### config.mk
export PLATFORM = sky130hd
export DESIGN_NAME = loop_fetch_stage
export DESIGN_NICKNAME = d
export VERILOG_FILES = /design/src/rtl/fetch_pkg.sv /design/src/rtl/ifid_reg.sv /design/src/rtl/loop_fetch_stage.sv
export SDC_FILE = /design/constraint.sdc
export NUM_CORES = 1
export LEC_CHECK = 0
export ABC_AREA = 1
export CAP_MARGIN = 20
export CORE_MARGIN = 1.5
export CORE_UTILIZATION = 47
export DETAILED_ROUTE_END_ITERATION = 10
export MAX_ROUTING_LAYER = met4
export PLACE_DENSITY = 0.86
export SLEW_MARGIN = 20
export SYNTH_ARGS = -nofsm -noshare
export SYNTH_HDL_FRONTEND = slang
export SYNTH_HIERARCHICAL = 1
export SYNTH_SLANG_ARGS = --single-unit
export TNS_END_PERCENT = 20
### constraint.sdc
create_clock -name clk -period 4.2 [get_ports clk]
set_input_delay 0.84 -clock clk [delete_from_list [all_inputs] [get_ports clk]]
set_output_delay 0.84 -clock clk [all_outputs]
set_load 0.01 [all_outputs]
### src/rtl/fetch_pkg.sv
// Shared fetch-stage types: FSM states, IF/ID payload and the canonical NOP.
package fetch_pkg;

  localparam int unsigned PC_W = 32;
  localparam logic [31:0] NOP_INSTR = 32'h0000_0013;  // addi x0,x0,0

  typedef enum logic [1:0] {
    FETCH    = 2'd0,
    LOOP     = 2'd1,
    REDIRECT = 2'd2
  } fetch_state_e;

  typedef struct packed {
    logic            valid;
    logic [PC_W-1:0] pc;
    logic [31:0]     instr;
    logic            from_loop;
  } ifid_t;

endpackage

### src/rtl/ifid_reg.sv
// IF/ID pipeline register with load/hold and bubble insertion.
module ifid_reg
  import fetch_pkg::*;
#(
  parameter logic [31:0] NOP_INSTR = fetch_pkg::NOP_INSTR
) (
  input  logic            clk,
  input  logic            reset,
  input  logic            load,     // capture a real instruction
  input  logic            bubble,   // capture a NOP; wins over load
  input  logic [PC_W-1:0] pc,
  input  logic [31:0]     instr,
  input  logic            from_loop,
  output ifid_t           q
);

  // Register update: reset, bubble, load, otherwise hold.
  always_ff @(posedge clk) begin
    if (reset) begin
      q <= '{valid: 1'b0, pc: '0, instr: NOP_INSTR, from_loop: 1'b0};
    end else if (bubble) begin
      q <= '{valid: 1'b0, pc: pc, instr: NOP_INSTR, from_loop: 1'b0};
    end else if (load) begin
      q <= '{valid: 1'b1, pc: pc, instr: instr, from_loop: from_loop};
    end
  end

endmodule

### src/rtl/loop_fetch_stage.sv
// Fetch stage: owns the fetch PC, picks imem vs loop-buffer instructions,
// and inserts bubbles on loop exits and EX redirects.
module loop_fetch_stage
  import fetch_pkg::*;
#(
  parameter logic [31:0] RESET_PC         = 32'h0000_0000,
  parameter logic [31:0] NOP_INSTR        = fetch_pkg::NOP_INSTR,
  parameter int unsigned REDIRECT_BUBBLES = 2
) (
  input  logic        clk,
  input  logic        reset,
  input  logic        stall_if,
  input  logic        ex_redirect,
  input  logic [31:0] ex_target,
  input  logic [31:0] imem_instr,
  input  logic        loop_block,
  input  logic        loop_flush,
  input  logic [31:0] loop_new_pc,
  input  logic [31:0] loop_instr,
  output logic [31:0] curr_pc,
  output logic        ifid_valid,
  output logic [31:0] ifid_pc,
  output logic [31:0] ifid_instr,
  output logic        ifid_from_loop
);

  localparam int unsigned CW = (REDIRECT_BUBBLES == 0) ? 1 : $clog2(REDIRECT_BUBBLES + 1);
  localparam logic [CW-1:0] CNT_INIT = CW'((REDIRECT_BUBBLES > 0) ? REDIRECT_BUBBLES - 1 : 0);
  localparam fetch_state_e AFTER_FLUSH = (REDIRECT_BUBBLES == 0) ? FETCH : REDIRECT;

  fetch_state_e    state_q, state_d;
  logic [PC_W-1:0] pc_q, pc_d;
  logic [CW-1:0]   cnt_q, cnt_d;
  logic            ld, bub, src_loop;
  logic [31:0]     instr_sel;
  ifid_t           ifid_q;

  // Next-state, next-PC, bubble counter and IF/ID controls.
  always_comb begin
    state_d  = state_q;
    pc_d     = pc_q;
    cnt_d    = cnt_q;
    ld       = 1'b0;
    bub      = 1'b0;
    src_loop = 1'b0;
    if (loop_flush) begin
      // Loop exit beats everything, including a stall.
      pc_d    = loop_new_pc;
      bub     = 1'b1;
      cnt_d   = CNT_INIT;
      state_d = AFTER_FLUSH;
    end else if (ex_redirect && state_q != LOOP) begin
      // While looping the loop FSM owns exits, so EX redirects are dropped.
      pc_d    = ex_target;
      bub     = 1'b1;
      cnt_d   = CNT_INIT;
      state_d = (state_q == REDIRECT) ? AFTER_FLUSH : FETCH;
    end else if (stall_if) begin
      // Hold everything; only a loop entry may still be recorded.
      if (state_q == FETCH && loop_block) state_d = LOOP;
    end else begin
      unique case (state_q)
        FETCH: begin
          ld = 1'b1;
          if (loop_block) state_d = LOOP;  // PC parks on the loop-branch fetch
          else            pc_d    = pc_q + 32'd4;
        end
        LOOP: begin
          ld       = 1'b1;
          src_loop = 1'b1;
          if (!loop_block) state_d = FETCH;
        end
        REDIRECT: begin
          bub = 1'b1;
          if (cnt_q == '0) state_d = FETCH;
          else             cnt_d   = cnt_q - 1'b1;
        end
        default: state_d = FETCH;
      endcase
    end
  end

  // State, PC and bubble counter registers.
  always_ff @(posedge clk) begin
    if (reset) begin
      state_q <= FETCH;
      pc_q    <= RESET_PC;
      cnt_q   <= '0;
    end else begin
      state_q <= state_d;
      pc_q    <= pc_d;
      cnt_q   <= cnt_d;
    end
  end

  assign instr_sel = src_loop ? loop_instr : imem_instr;

  ifid_reg #(.NOP_INSTR(NOP_INSTR)) u_ifid (
    .clk       (clk),
    .reset     (reset),
    .load      (ld),
    .bubble    (bub),
    .pc        (pc_q),
    .instr     (instr_sel),
    .from_loop (src_loop),
    .q         (ifid_q)
  );

  assign curr_pc        = pc_q;
  assign ifid_valid     = ifid_q.valid;
  assign ifid_pc        = ifid_q.pc;
  assign ifid_instr     = ifid_q.instr;
  assign ifid_from_loop = ifid_q.from_loop;

endmodule
Word-level counts from Yosys, hierarchy flattened
Cells that the tools add are included.
{ "word_totals": {"inputBits": 134, "ff_bits": 102} }
{ "op_classes": {"reduce_logical": 16, "n_bitwise": 2, "n_mux": 34, "n_eq_ne": 14, "addsub": 2} }
{ "op_table": {"columns": ["cell", "n"], "rows": [
  ["$mux W32", 6],
  ["$mux W65", 2],
  ["$add A32 B3 Y32 const B", 1],
  ["$mux W1", 17],
  ["$mux W2", 8],
  ["$ne A5 B5 Y1 const B", 2],
  ["$ne A3 B1 Y1 const B", 3],
  ["$reduce_and A3 Y1", 3],
  ["$ne A4 B4 Y1 const B", 2],
  ["$reduce_and A4 Y1", 2],
  ["$pmux W2 S3", 1],
  ["$reduce_bool A3 Y1", 2],
  ["$reduce_or A2 Y1", 3],
  ["$ne A5 B4 Y1 const B", 1],
  ["$logic_not A2 Y1", 2],
  ["$ne A4 B1 Y1 const B", 1],
  ["$ne A4 B3 Y1 const B", 1],
  ["$ne A3 B3 Y1 const B", 1],
  ["$reduce_or A3 Y1", 1],
  ["$eq A2 B1 Y1 const B", 1],
  ["$eq A2 B2 Y1 const B", 1],
  ["$logic_and A1 B1 Y1", 2],
  ["$ne A2 B1 Y1 const B", 1],
  ["$not A1 Y1", 2],
  ["2 further kinds", 2]
]} }

Longest topological paths before layout
{ "depth": {"ltp_word": 8, "depth_mapped": 11} }

By module
The synthesis kept the hierarchy.
{ "modules_own_cells": {"columns": ["module", "cells_per_inst", "instances", "seq_area_each_um2", "area_each_um2"], "rows": [
  ["loop_fetch_stage", 592, 1, 720.7, 3324.4],
  ["ifid_reg", 351, 1, 1321.3, 2553.7]
]} }

Least setup slack after synthesis
OpenSTA, ideal clock, no wires.
{ "synth_path": {"path_kind": "input-to-reg", "startpoint": "in loop_flush", "endpoint": "reg u_ifid/q[59] (netlist name)", "n_path_buf": 3, "setup_ns": 0.113, "t_arrival_ns": 1.927, "slack_ns": 2.160, "path_stages": 10, "path_cell_list": "inv_1 nand2_4 clkbuf_1 nor3_1 buf_6 nor2_8 buf_6 nand2_1 nand2_1 nor2_1"} }
{ "synth_via": {"elab_chain_len": 2, "elab_cells_between_ends": 4} }
{ "synth_lines": {"columns": ["item", "line", "text"], "rows": [
  ["from (decl)", "loop_fetch_stage.sv:17", "input logic loop_flush,"],
  ["$mux W1", "loop_fetch_stage.sv:46", "if (loop_flush) begin"],
  ["via ld", "loop_fetch_stage.sv:34", "logic ld, bub, src_loop;"],
  ["$reduce_bool A2 Y1 (no line)", null, null],
  ["to (signal assigned)", "ifid_reg.sv:20", "q <= '{valid: 1'b0, pc: '0, instr: NOP_INSTR, from_loop: 1'b0};"],
  ["to (signal assigned)", "ifid_reg.sv:22", "q <= '{valid: 1'b0, pc: pc, instr: NOP_INSTR, from_loop: 1'b0};"],
  ["to (signal assigned)", "ifid_reg.sv:24", "q <= '{valid: 1'b1, pc: pc, instr: instr, from_loop: from_loop};"],
  ["to (decl)", "ifid_reg.sv:14", "output ifid_t q"]
]} }
The timed path passes the listed nets, and every way through them passes these cells.
A chain may end at the register's enable or synchronous reset.

Worst setup path after layout
{ "layout_path": {"startpoint": "in ex_redirect", "endpoint": "reg pc_q[6], in the netlist curr_pc[6]"} }
{ "layout_via": {"elab_chain_len": 3, "elab_cells_between_ends": 7} }
{ "layout_lines": {"columns": ["item", "line", "text"], "rows": [
  ["from (decl)", "loop_fetch_stage.sv:13", "input logic ex_redirect,"],
  ["$logic_and A1 B1 Y1 (*)", "loop_fetch_stage.sv:52", "end else if (ex_redirect && state_q != LOOP) begin"],
  ["$ne A3 B1 Y1 (no line) (tied with other cells)", null, null],
  ["$reduce_and A3 Y1 (no line) or $mux W32 (tied branches)", null, null],
  ["to (signal assigned)", "loop_fetch_stage.sv:91", "pc_q <= pc_d;"],
  ["to (decl)", "loop_fetch_stage.sv:32", "logic [PC_W-1:0] pc_q, pc_d;"]
]} }
Mark *: on every way between the ends. The rest lies on a longest branch, timed or not.

==> impl_summary.md <==
Run status
The run finished with clean final reports.

Timing
At the pin with the least slew margin, the transition time is 0.959 ns. The clock arrives with 0.00681 ns of skew. The worst relative slew slack is 0.360. After routing, the total negative slack on setup checks comes to 0 ns. The share of the clock period used by the worst path after layout is 0.752.

The smallest clock period supported by the final layout is computed as approximately 3.2 ns. Once routing completed, OpenROAD measured the worst setup slack at between 1 and 1.5 ns. Derived from the worst setup path, the maximum achievable clock frequency is 317 MHz. The final number of setup-violating endpoints is 0. Setup repair after global routing left no endpoint under its margin. The count of pins over their slew limit is 0. The final hold violation count is 0.

Floorplanning
The die is approximately 110 um tall. Measured along the x axis, the die boundary spans 115 um. The count of pins on the block boundary is 232. The total area inside the core boundary comes to ~0.012 mm^2. The floorplan step defined a die boundary enclosing approximately 0.013 mm^2. For this configuration, the core starts out at a cell density of 0.485. The initialized floorplan defines 40 standard-cell rows.

Clock network
The number of setup buffers added after CTS is 0. TritonCTS built the clock tree. Buffers inserted to repair hold after CTS numbered 0. The number of buffers created by CTS is 9. Clock tree synthesis selected as its root buffer the cell sky130_fd_sc_hd__clkbuf_16. The clock tree synthesis step divided the H-tree into 3 levels. The clock latency reported for the late side of the worst-skew pair is 0.36 ns. The number of resized instances in the post-cts repair step is 0. The TritonCTS sink count is ~100.

No sink is reached through more buffers than the 2 on the longest clock path. After clock tree synthesis, the clock-pin slew on the worst setup and hold paths is about 0.070 ns.

Routing
The final route contains 6654 vias. The total iterations of the first detailed-routing run is 5. The sum of routed wire segments on met1 is 7.81 mm. After detailed routing, the number of vias per cell comes to ~5.0. Summed over all nets, wire length on met3 after detailed routing comes to 1.50 mm. The highest layer touched by signal routing is met4. The total routed wirelength is 18.8 mm.

Detailed routing placed a total of 9.11 mm of wire on met2. Once detail routing completed, the nets flagged for antenna violations numbered 0. The final routed DRC violation total is 0. The violation count after the first detailed-routing iteration is 467.

The detail-routed net length per standard cell is 14.3 um.

Synthesis
The netlist area before placement is a little under 0.006 mm^2. A synthesized cell averages 6.23 um^2. The count of synthesis-stage warnings from yosys is 6. For this run, the register share of the synthesized area comes to 0.347. Synthesis handed over a netlist of 943 instances. The netlist uses 34 different library cells. The number of storage elements in the synthesis netlist is 102. Synthesis produced a netlist with a net count of 1079.

Run
The max-cap check violation count is 0.

Finish
The area growth from synthesis to layout is 44.0%. The top cell types in the final layout, fill and taps aside, are sky130_fd_sc_hd__nand2_1, sky130_fd_sc_hd__clkdlybuf4s50_1, sky130_fd_sc_hd__nor2_1. The fraction of layout cells with a size suffix above 1 is 0.0539.

After routing the design area is 0.00847 mm^2. 0 antenna diodes ended up in the layout. Leaving out fill and tap cells, the most frequent cell in the layout is sky130_fd_sc_hd__nand2_1. The sequential standard cell area is 0.00204 mm^2. The multi-input combinational cells in the finished layout cover a total of between 0.003 and 0.004 mm^2. The layout has 1071 filler cells. The non-filler instance count after layout is roughly 1300. In the final design database the tool counted approximately 1300 nets.

Placed design
The post-detailed-placement half-perimeter wirelength is 13.7 mm. The count of input and output buffers is 231. Routability-driven placement finished with a final weighted congestion of 0.955. At the placement stage, the worst setup path has a slack of 0.718 ns.

Counting tap cells, the placed design contains a total of ~1300 instances. Summing all placed instances gives a cell area of 0.00814 mm^2.

Worst setup path
Data on the critical path arrives at its endpoint at about 3.4 ns. The worst endpoint required time is 4.43 ns. The maximum fanout along the worst path is 41. The worst setup path is launched from an input pin. STA classifies the critical path endpoint as a flop. The worst setup path category is in2reg.

GRT
The initial antenna violation count is 0. Entering global routing, the biggest net connects 65 pins. The first global-routing pass estimated 30.2 mm of wire.

The via count of the first global-routing pass was 6312. Across every metal layer, demand over resource in global routing totals 0.296. The aggregate global routing overflow is 0.

Min path
The path class of the lowest-slack min-delay path is reg2reg.

Pwr
For this design the static power due to leakage is about 3.4 nW. The power per cell area is approximately 300 mW/mm^2. VDD sags by at most 0.238 mV. The total power consumption of the routed design is 2.57 mW.
-- kinds of logic after synthesis --
logic type,Yosys count,synth area share
buffers and inverters,115,0.0960
DFF,102,0.347
and+or+nand+nor,584,0.416
adders and majority gates,2,0.00426
xor gates and xnor gates,11,0.0164
AOI/OAI and AO/OA,129,0.120
-- worst max-delay path, cell delays in order --
cell and delay, ns:
sky130_fd_sc_hd__clkdlybuf4s50_1 0.53, sky130_fd_sc_hd__o21ai_4 0.36, sky130_fd_sc_hd__nand2_4 0.25, sky130_fd_sc_hd__inv_2 0.18, sky130_fd_sc_hd__nand2_2 0.23, sky130_fd_sc_hd__inv_2 0.57
sky130_fd_sc_hd__nor2_1 0.13, sky130_fd_sc_hd__o21ai_0 0.16, sky130_fd_sc_hd__a21oi_1 0.11
-- worst paths after layout --
path / from / to / slack [ns] / cells after the start
setup / recovery: ex_redirect / curr_pc[6] / 1.04 / 9
hold / removal: u_ifid/q[24] / u_ifid/q[24] / 0.46 / 2
hold reg to reg: u_ifid/q[24] / u_ifid/q[24] / 0.46 / 2
setup reg to reg: state_q[1] / curr_pc[6] / 1.32 / 8
-- registers in the layout, summed over array words and instances, names as in the netlist --
name      cells
curr_pc      32
cnt_q         2
u_ifid/q     66
state_q       2
-- synth_stat cells --
cell type                  count  share of area
sky130_fd_sc_hd__a211oi_1      1         0.0013
sky130_fd_sc_hd__buf_4         6         0.0077
sky130_fd_sc_hd__nand2_1     384           0.25
sky130_fd_sc_hd__buf_2        16          0.014
sky130_fd_sc_hd__nand3_4       1         0.0030
sky130_fd_sc_hd__buf_6        12          0.023
sky130_fd_sc_hd__xor2_1        7          0.010
sky130_fd_sc_hd__a31oi_1       3         0.0032
sky130_fd_sc_hd__o22ai_1       1         0.0011
sky130_fd_sc_hd__nand2_2       3         0.0032
sky130_fd_sc_hd__o211ai_1      3         0.0038
sky130_fd_sc_hd__nor3_1        3         0.0026
sky130_fd_sc_hd__nand4_1       3         0.0032
sky130_fd_sc_hd__nand2_4       4         0.0077
sky130_fd_sc_hd__xnor2_1       4         0.0060
sky130_fd_sc_hd__nand3b_1      5         0.0064
sky130_fd_sc_hd__clkbuf_1     10         0.0064
sky130_fd_sc_hd__buf_1         3         0.0019
sky130_fd_sc_hd__a21oi_1      76          0.065
sky130_fd_sc_hd__o21ai_0      34          0.029
sky130_fd_sc_hd__ha_1          2         0.0043
sky130_fd_sc_hd__o21ai_4       1         0.0028
sky130_fd_sc_hd__a21oi_2       7          0.010
sky130_fd_sc_hd__dfxtp_1     102           0.35
sky130_fd_sc_hd__inv_1        63          0.040
sky130_fd_sc_hd__o21bai_1      3         0.0038
sky130_fd_sc_hd__nand3_1      34          0.029
sky130_fd_sc_hd__nor2_4       10          0.019
sky130_fd_sc_hd__or2_2         1         0.0011
sky130_fd_sc_hd__nor2_8        2         0.0068
sky130_fd_sc_hd__nor3b_2       1         0.0021
sky130_fd_sc_hd__inv_2         5         0.0032
sky130_fd_sc_hd__nor2_1      129          0.082
sky130_fd_sc_hd__nor2_2        4         0.0043
-- power breakdown --
group	leakage (nW)	internal (mW)	switching [mW]
Clock	0.145	0.497	0.380
Combinational	2.46	0.308	0.282
Sequential	0.837	1.03	0.0777
Total	3.45	1.83	0.740
-- final cells by class --
type	count	area share
multi-input cells	726	0.387
repair buffers	238	0.280
flip-flops and latches	102	0.241
clock buffers	12	0.0303
inverters	68	0.0301
well taps	168	0.0248
clock inverters	4	0.00635
-- stage by stage --
| stage | hold WS [ns] | utilization |
|---|---|---|
| finish | 0.460 | 0.699 |
| global route | 0.474 | 0.699 |
| CTS | 0.462 | 0.698 |
| detailed placement | 0.452 | 0.672 |
| global placement | 0.440 | 0.672 |
| floorplan | 0.470 | - |
-- per-layer routing --
metal | up-vias | track usage
met5 | - | -
li1 | 3341 | -
met2 | 267 | 0.505
met4 | 0 | 0.103
met3 | 38 | 0.0770
met1 | 3008 | 0.339
(Power assumes the default switching activity.)
